File: src/rtl/bus_mux_8_1_arb_pkg.sv
// bus_pkg: constants and types shared by the 8:1 arbitrated bus multiplexer.
//   CH_COUNT : number of source channels (8)
//   IDX_W    : width of a channel index (3)
//   state_t  : output-stage state, IDLE (no word held) / HOLD (word held)
package bus_pkg;

  localparam int CH_COUNT = 8;
  localparam int IDX_W    = 3;

  typedef enum logic {
    IDLE = 1'b0,
    HOLD = 1'b1
  } state_t;

endpackage

File: src/rtl/bus_mux_8_1_arb_if.sv
// bus_mux_8_1_arb_if: handshake/data bundle between the eight sources, the
// multiplexer and the downstream consumer.
//   X0..X7 : source data buses (N bits each)
//   req    : per-channel request
//   gnt    : one-hot grant, high in the cycle the granted Xi is sampled
//   Y      : registered output data
//   addr   : channel index of the word on Y
//   valid  : Y/addr hold a word not yet accepted
//   ready  : downstream accepts Y when valid & ready
// Modports: master = sources/consumer side, slave = multiplexer side.
interface bus_mux_8_1_arb_if #(
  parameter int N = 8
);
  import bus_pkg::*;

  logic [N-1:0]          X0, X1, X2, X3, X4, X5, X6, X7;
  logic [CH_COUNT-1:0]   req;
  logic [CH_COUNT-1:0]   gnt;
  logic [N-1:0]          Y;
  logic [IDX_W-1:0]      addr;
  logic                  valid;
  logic                  ready;

  modport master (
    output X0, X1, X2, X3, X4, X5, X6, X7,
    output req, ready,
    input  gnt, Y, addr, valid
  );

  modport slave (
    input  X0, X1, X2, X3, X4, X5, X6, X7,
    input  req, ready,
    output gnt, Y, addr, valid
  );

endinterface

File: src/rtl/bus_mux_8_1_arb_rr_arb_8.sv
// rr_arb_8: combinational 8-way round-robin arbiter.
//   req   : per-channel requests
//   ptr   : index of the last granted channel; search starts at ptr+1
//   en    : when low, no grant is issued
//   gnt   : one-hot grant (all-zero when en=0 or req=0)
//   index : binary index of the granted channel (0 when nothing granted)
module rr_arb_8
  import bus_pkg::*;
(
  input  logic [CH_COUNT-1:0] req,
  input  logic [IDX_W-1:0]    ptr,
  input  logic                en,
  output logic [CH_COUNT-1:0] gnt,
  output logic [IDX_W-1:0]    index
);

  logic             found;
  logic [IDX_W-1:0] cand;

  // Walk ptr+1, ptr+2, ... ptr+8 (the 3-bit add wraps 7->0); the first
  // requesting channel wins, so ptr itself has the lowest priority.
  always_comb begin
    gnt   = '0;
    index = '0;
    found = 1'b0;
    cand  = '0;
    for (int k = 1; k <= CH_COUNT; k++) begin
      cand = ptr + IDX_W'(k);
      if (en && !found && req[cand]) begin
        found      = 1'b1;
        gnt[cand]  = 1'b1;
        index      = cand;
      end
    end
  end

endmodule

File: src/rtl/bus_mux_8_1_arb.sv
// bus_mux_8_1_arb: 8:1 round-robin arbitrated multiplexer with a one-word
// registered output stage and valid/ready handshake.
//   clk  : clock, all state updates on the rising edge
//   rst  : synchronous active-high reset
//   bus  : bus_mux_8_1_arb_if.slave (X0..X7, req, gnt, Y, addr, valid, ready)
// Parameter N: data bus width.
// Optional macro BUS_MUX_TRISTATE_EN: when defined, Y floats to all-z
// whenever valid=0 (including reset); otherwise Y shows the register.
module bus_mux_8_1_arb
  import bus_pkg::*;
#(
  parameter int N = 8
) (
  input  logic               clk,
  input  logic               rst,
  bus_mux_8_1_arb_if.slave   bus
);

  state_t              state;
  logic [N-1:0]        y_q;
  logic [IDX_W-1:0]    addr_q;
  logic [IDX_W-1:0]    ptr_q;
  logic                valid_q;
  logic                load;
  logic [CH_COUNT-1:0] gnt_w;
  logic [IDX_W-1:0]    gidx;
  logic [N-1:0]        xs [CH_COUNT];

  always_comb begin
    xs[0] = bus.X0;
    xs[1] = bus.X1;
    xs[2] = bus.X2;
    xs[3] = bus.X3;
    xs[4] = bus.X4;
    xs[5] = bus.X5;
    xs[6] = bus.X6;
    xs[7] = bus.X7;
  end

  // A new word may be taken when the stage is empty or is being emptied in
  // this same cycle; rst suppresses the load so gnt stays low during reset.
  assign load = ~rst & (|bus.req) & ((state == IDLE) | bus.ready);

  rr_arb_8 u_arb (
    .req   (bus.req),
    .ptr   (ptr_q),
    .en    (load),
    .gnt   (gnt_w),
    .index (gidx)
  );

  always_ff @(posedge clk) begin
    if (rst) begin
      state   <= IDLE;
      valid_q <= 1'b0;
      y_q     <= '0;
      addr_q  <= '0;
      ptr_q   <= IDX_W'(CH_COUNT - 1);
    end else if (load) begin
      state   <= HOLD;
      valid_q <= 1'b1;
      y_q     <= xs[gidx];
      addr_q  <= gidx;
      ptr_q   <= gidx;
    end else if (state == HOLD && bus.ready) begin
      state   <= IDLE;
      valid_q <= 1'b0;
    end
  end

  assign bus.gnt   = gnt_w;
  assign bus.addr  = addr_q;
  assign bus.valid = valid_q;

`ifdef BUS_MUX_TRISTATE_EN
  assign bus.Y = valid_q ? y_q : {N{1'bz}};
`else
  assign bus.Y = y_q;
`endif

endmodule

File: src/flat_wrapper.sv
// flat-port wrapper written by rule: the top's interface ports become plain ports
module bus_mux_8_1_arb_flat import bus_pkg::*;
#(
  parameter int N = 8
)
  (clk, rst, bus_X0, bus_X1, bus_X2, bus_X3, bus_X4, bus_X5, bus_X6, bus_X7, bus_req, bus_ready, bus_gnt, bus_Y, bus_addr, bus_valid);
  bus_mux_8_1_arb_if #(.N(N)) bus_i ();
  input  logic clk;
  input  logic rst;
  input wire logic [$bits(bus_i.X0)-1:0] bus_X0;
  input wire logic [$bits(bus_i.X1)-1:0] bus_X1;
  input wire logic [$bits(bus_i.X2)-1:0] bus_X2;
  input wire logic [$bits(bus_i.X3)-1:0] bus_X3;
  input wire logic [$bits(bus_i.X4)-1:0] bus_X4;
  input wire logic [$bits(bus_i.X5)-1:0] bus_X5;
  input wire logic [$bits(bus_i.X6)-1:0] bus_X6;
  input wire logic [$bits(bus_i.X7)-1:0] bus_X7;
  input wire logic [$bits(bus_i.req)-1:0] bus_req;
  input wire logic [$bits(bus_i.ready)-1:0] bus_ready;
  output wire logic [$bits(bus_i.gnt)-1:0] bus_gnt;
  output wire logic [$bits(bus_i.Y)-1:0] bus_Y;
  output wire logic [$bits(bus_i.addr)-1:0] bus_addr;
  output wire logic [$bits(bus_i.valid)-1:0] bus_valid;
  assign bus_i.X0 = bus_X0;
  assign bus_i.X1 = bus_X1;
  assign bus_i.X2 = bus_X2;
  assign bus_i.X3 = bus_X3;
  assign bus_i.X4 = bus_X4;
  assign bus_i.X5 = bus_X5;
  assign bus_i.X6 = bus_X6;
  assign bus_i.X7 = bus_X7;
  assign bus_i.req = bus_req;
  assign bus_i.ready = bus_ready;
  assign bus_gnt = bus_i.gnt;
  assign bus_Y = bus_i.Y;
  assign bus_addr = bus_i.addr;
  assign bus_valid = bus_i.valid;
  bus_mux_8_1_arb #(.N(N)) u_core (.clk(clk), .rst(rst), .bus(bus_i));
endmodule
File: config.mk
export PLATFORM = sky130hd
export DESIGN_NAME = bus_mux_8_1_arb_flat
export DESIGN_NICKNAME = d
export VERILOG_FILES = /design/src/rtl/bus_mux_8_1_arb_pkg.sv /design/src/rtl/bus_mux_8_1_arb_if.sv /design/src/rtl/bus_mux_8_1_arb_rr_arb_8.sv /design/src/rtl/bus_mux_8_1_arb.sv /design/src/flat_wrapper.sv
export SDC_FILE = /design/constraint.sdc
export NUM_CORES = 1
export LEC_CHECK = 0
export CAP_MARGIN = 20
export CELL_PAD_IN_SITES_DETAIL_PLACEMENT = 0
export CELL_PAD_IN_SITES_GLOBAL_PLACEMENT = 1
export CORE_MARGIN = 3
export CORE_UTILIZATION = 35
export DETAILED_ROUTE_END_ITERATION = 7
export GPL_TIMING_DRIVEN = 0
export PLACE_DENSITY = 0.89
export SYNTH_ARGS = -nofsm -noshare
export SYNTH_HDL_FRONTEND = slang
export SYNTH_HIERARCHICAL = 1
export SYNTH_SLANG_ARGS = --single-unit
File: constraint.sdc
create_clock -name clk -period 11.1 [get_ports clk]
set_input_delay 3.33 -clock clk [delete_from_list [all_inputs] [get_ports clk]]
set_output_delay 3.33 -clock clk [all_outputs]
set_load 0.005 [all_outputs]
==> implementation parameters <==
Parameter                              Value

Setup path
  Crit path required time    7.77 ns
  Largest fanout of any net on the critical path    10
  Critical register-to-register path endpoint    u_core/bus.Y[7]
  Beginning of the worst register-to-register path    u_core/ptr_q[1]
  Kind of start point of the critical path    input pin
  Depth of the most critical reg-to-reg path    18
  Type of the setup path with the least slack    input pin to primary output
  Launching element of the worst setup path    bus_req[5]
  Arrival time worst endpoint    7.23 ns
  Kind of capture point of the worst setup path    primary output
  Register-to-register path setup slack    between 5 and 6 ns

Power
  Power Density    about 120 nW/µm²
  Lkg Pwr    0.00127 µW
  Worst-case vdd ir drop    67.2 µV

Timing
  Clock period minus worst slack    10.56 ns
  Worst-margin pin slew    0.810 ns
  Setup TNS    0 ns
  Setup violators final    0
  Rel. slew slack    between 40 and 50%
  Number of hold-slack violations in the final timing report    0
  Fin. max-slew vios    0
  Clock skew after layout    0.00213 ns
  Fin worst setup slack    between 0.5 and 0.6 ns
  Maximum clock frequency    0.0947 GHz
  Final worst-path cycle share    95.1%
  RSZ-0062 raised after global routing    false

Global route
  Largest net degree at the start of global routing    11
  Via count of the first global-routing pass    roughly 2300
  Gr ovfl total    0
  Number of antenna violations at the first check in global routing    0
  First-pass GRT wire length    roughly 11 mm
  Total track usage    18.4%

Routing
  Number of vias after detailed routing    approximately 2300
  Total routed wirelength    about 6.9 mm
  Number of DRC markers in iteration 0    182
  Final ANT Viol Nets    0
  Number of iterations in the first detailed-routing pass    5
  Vias per Instance    between 5 and 6
  Residual DRC    0
  Average detailed-routed wire length per instance    17.4 µm

Min path
  Number of cells on the worst hold path    2
  Startpoint of the most critical hold path    u_core/bus.addr[1]
  Min-delay worst type    flop to flop
  Hold worst-path end    u_core/bus.addr[1]

Synthesis
  Cell taking the most area after synthesis    mux4_2
  Synth Flop Type    dfxtp_1
  Proportion of synthesized flip-flops having asynchronous set or reset    0%
  Syn_nets    308
  Share of Yosys cell area claimed by the top area cell type    a little under a fifth
  Count of different cell masters after synthesis    between 50 and 60
  Sequential element share of the synthesized area    approximately an eighth
  Number of enable-type register cells in the synthesized netlist    0
  Cell area after technology mapping    2310 µm²
  Dominant cells by area after synthesis    mux4_2, dfxtp_1, mux4_1, mux2i_1, mux2_2
  Instance count of the mapped netlist    227
  Synth warnings    6
  Mean Syn Cell Area    10.2 µm²
  Count of state elements after synthesis    15

Clock network
  Number of buffers inserted by post-CTS setup repair    0
  Clock slew at the register clock pins of the worst setup and hold paths    about 0.060 ns
  Cts bufs inserted    3
  Number of buffers inserted by hold repair at cts    0
  Maximum level of the CTS H-tree    1
  Root Driver    clkbuf_8
  Clock tree from TritonCTS    built
  Worst-skew pair later-pin latency    about 0.24 ns
  CTS resizes    0
  Clock Tree Buf Depth    2
  Total clock sinks    15

Placed design
  Number of buffers inserted by port buffering    93
  Placed cell count    between 300 and 400
  Setup slack after placement    slightly above 0.6 ns
  RD Place Congestion    0.871
  Placed wire-length estimate after detailed placement    5.73 mm

Cells and area
  Share of post-route cells with drive strength above 1    18.2%
  Final design utilization    54.8%
  Ant. Diodes    0
  Net count reported at finish    slightly above 400
  Non-filler instance count after layout    399
  Most frequent cells in the layout    clkdlybuf4s50_1, nand2_1, mux4_2
  Leading cell type in the layout, fill and taps excluded    clkdlybuf4s50_1
  Count of filler cells inserted in the layout    547
  Synth-to-layout area growth    46.3%

Floorplan
  Number of placed I/O pins    95
  Area of the core region    between 6000 and 7000 µm²
  Vert. Die Dim    87.3 µm
  Area of the die    between 7000 and 8000 µm²
  Horiz. Die Dim    87.3 µm
  Starting density of the core    about 38%
  Rows    28

Job
  Max-cap check violation count    0

Run status
  Result of the run    finished clean
==> Yosys cell counts (2+ instances only) <==
| cell type | count |
|---|---|
| nor3_1 | 5 |
| mux4_2 | 19 |
| a31o_2 | 2 |
| a22oi_1 | 2 |
| nand3b_1 | 2 |
| mux2_2 | 12 |
| nor3b_1 | 4 |
| mux2i_1 | 16 |
| nand3_1 | 6 |
| mux4_1 | 10 |
| buf_2 | 7 |
| or4_4 | 2 |
| buf_6 | 4 |
| clkbuf_1 | 3 |
| a22o_1 | 3 |
| a21oi_1 | 15 |
| nand2b_1 | 3 |
| o21ai_0 | 2 |
| nand2_1 | 22 |
| a221o_1 | 2 |
| buf_1 | 2 |
| ha_1 | 6 |
| a31o_1 | 6 |
| inv_1 | 6 |
| a31oi_1 | 4 |
| nor2_1 | 12 |
| dfxtp_1 | 15 |
| nand4_1 | 3 |
| nor4_1 | 3 |
==> worst max path at each step <==
stage	endpoint
after global placement	bus_gnt[6]
after floorplan	bus_gnt[6]
after detailed placement	bus_gnt[6]
after CTS	bus_gnt[6]
after global routing	bus_gnt[7]
final	bus_gnt[6]
==> report_power, final <==
part	internal (µW)	leakage (µW)	switching [µW]
registers	67.0	0.000125	8.91
clock network	25.4	0.0000228	18.1
logic	169	0.00112	133
==> critical path, cell delays in order <==
cell             delay (ns)
clkdlybuf4s50_1        0.56
or4_4                  0.62
o211ai_4               0.28
inv_1                  0.19
clkbuf_1               0.24
and2_1                 0.23
nor4b_1                0.72
a222oi_1               0.18
a21boi_1               0.20
mux2i_1                0.14
clkdlybuf4s50_1        0.51
==> through the flow <==
step	hold WS [ns]	cell area [µm²]	total power [µW]
finish	0.460	3380	422
global route	0.470	3380	455
CTS	0.458	3380	425
detailed placement	0.449	3340	379
global placement	0.450	3340	377
floorplan	0.451	2310	277
==> state kept, by name, indices dropped and copies added (netlist names) <==
signal	cells
u_core/ptr_q	3
u_core/bus.Y	8
u_core/bus.addr	3
u_core/bus.valid	1
==> cells by family after synthesis <==
family          synth area share, %
buf+inv                        6.76
xor+xnor                       1.46
simple gates                   17.7
flops                          13.0
mux                            43.3
fa+ha+maj                      3.25
compound gates                 14.6
==> layout make-up <==
| class | instances | area [µm²] | share of cell area [%] |
|---|---|---|---|
| clock buffers | 4 | 45.0 | 1.33 |
| well taps | 75 | 93.8 | 2.77 |
| multi-input cells | 186 | 1860 | 54.9 |
| flip-flops and latches | 15 | 300 | 8.88 |
| plain buffers | 18 | 126 | 3.74 |
| inverters | 8 | 30.0 | 0.888 |
| repair buffers | 93 | 931 | 27.5 |
==> routing by layer <==
| metal | GRT usage, % | vias up | share of wire (%) |
|---|---|---|---|
| met5 | 0 | - | 0 |
| met4 | 3.49 | 0 | 1.2 |
| met3 | 2.55 | 9 | 6.1 |
| met2 | 31.6 | 111 | 51 |
| met1 | 24.7 | 1093 | 41 |
| li1 | - | 1114 | - |
Note: power is estimated with default switching activity, not from simulation.
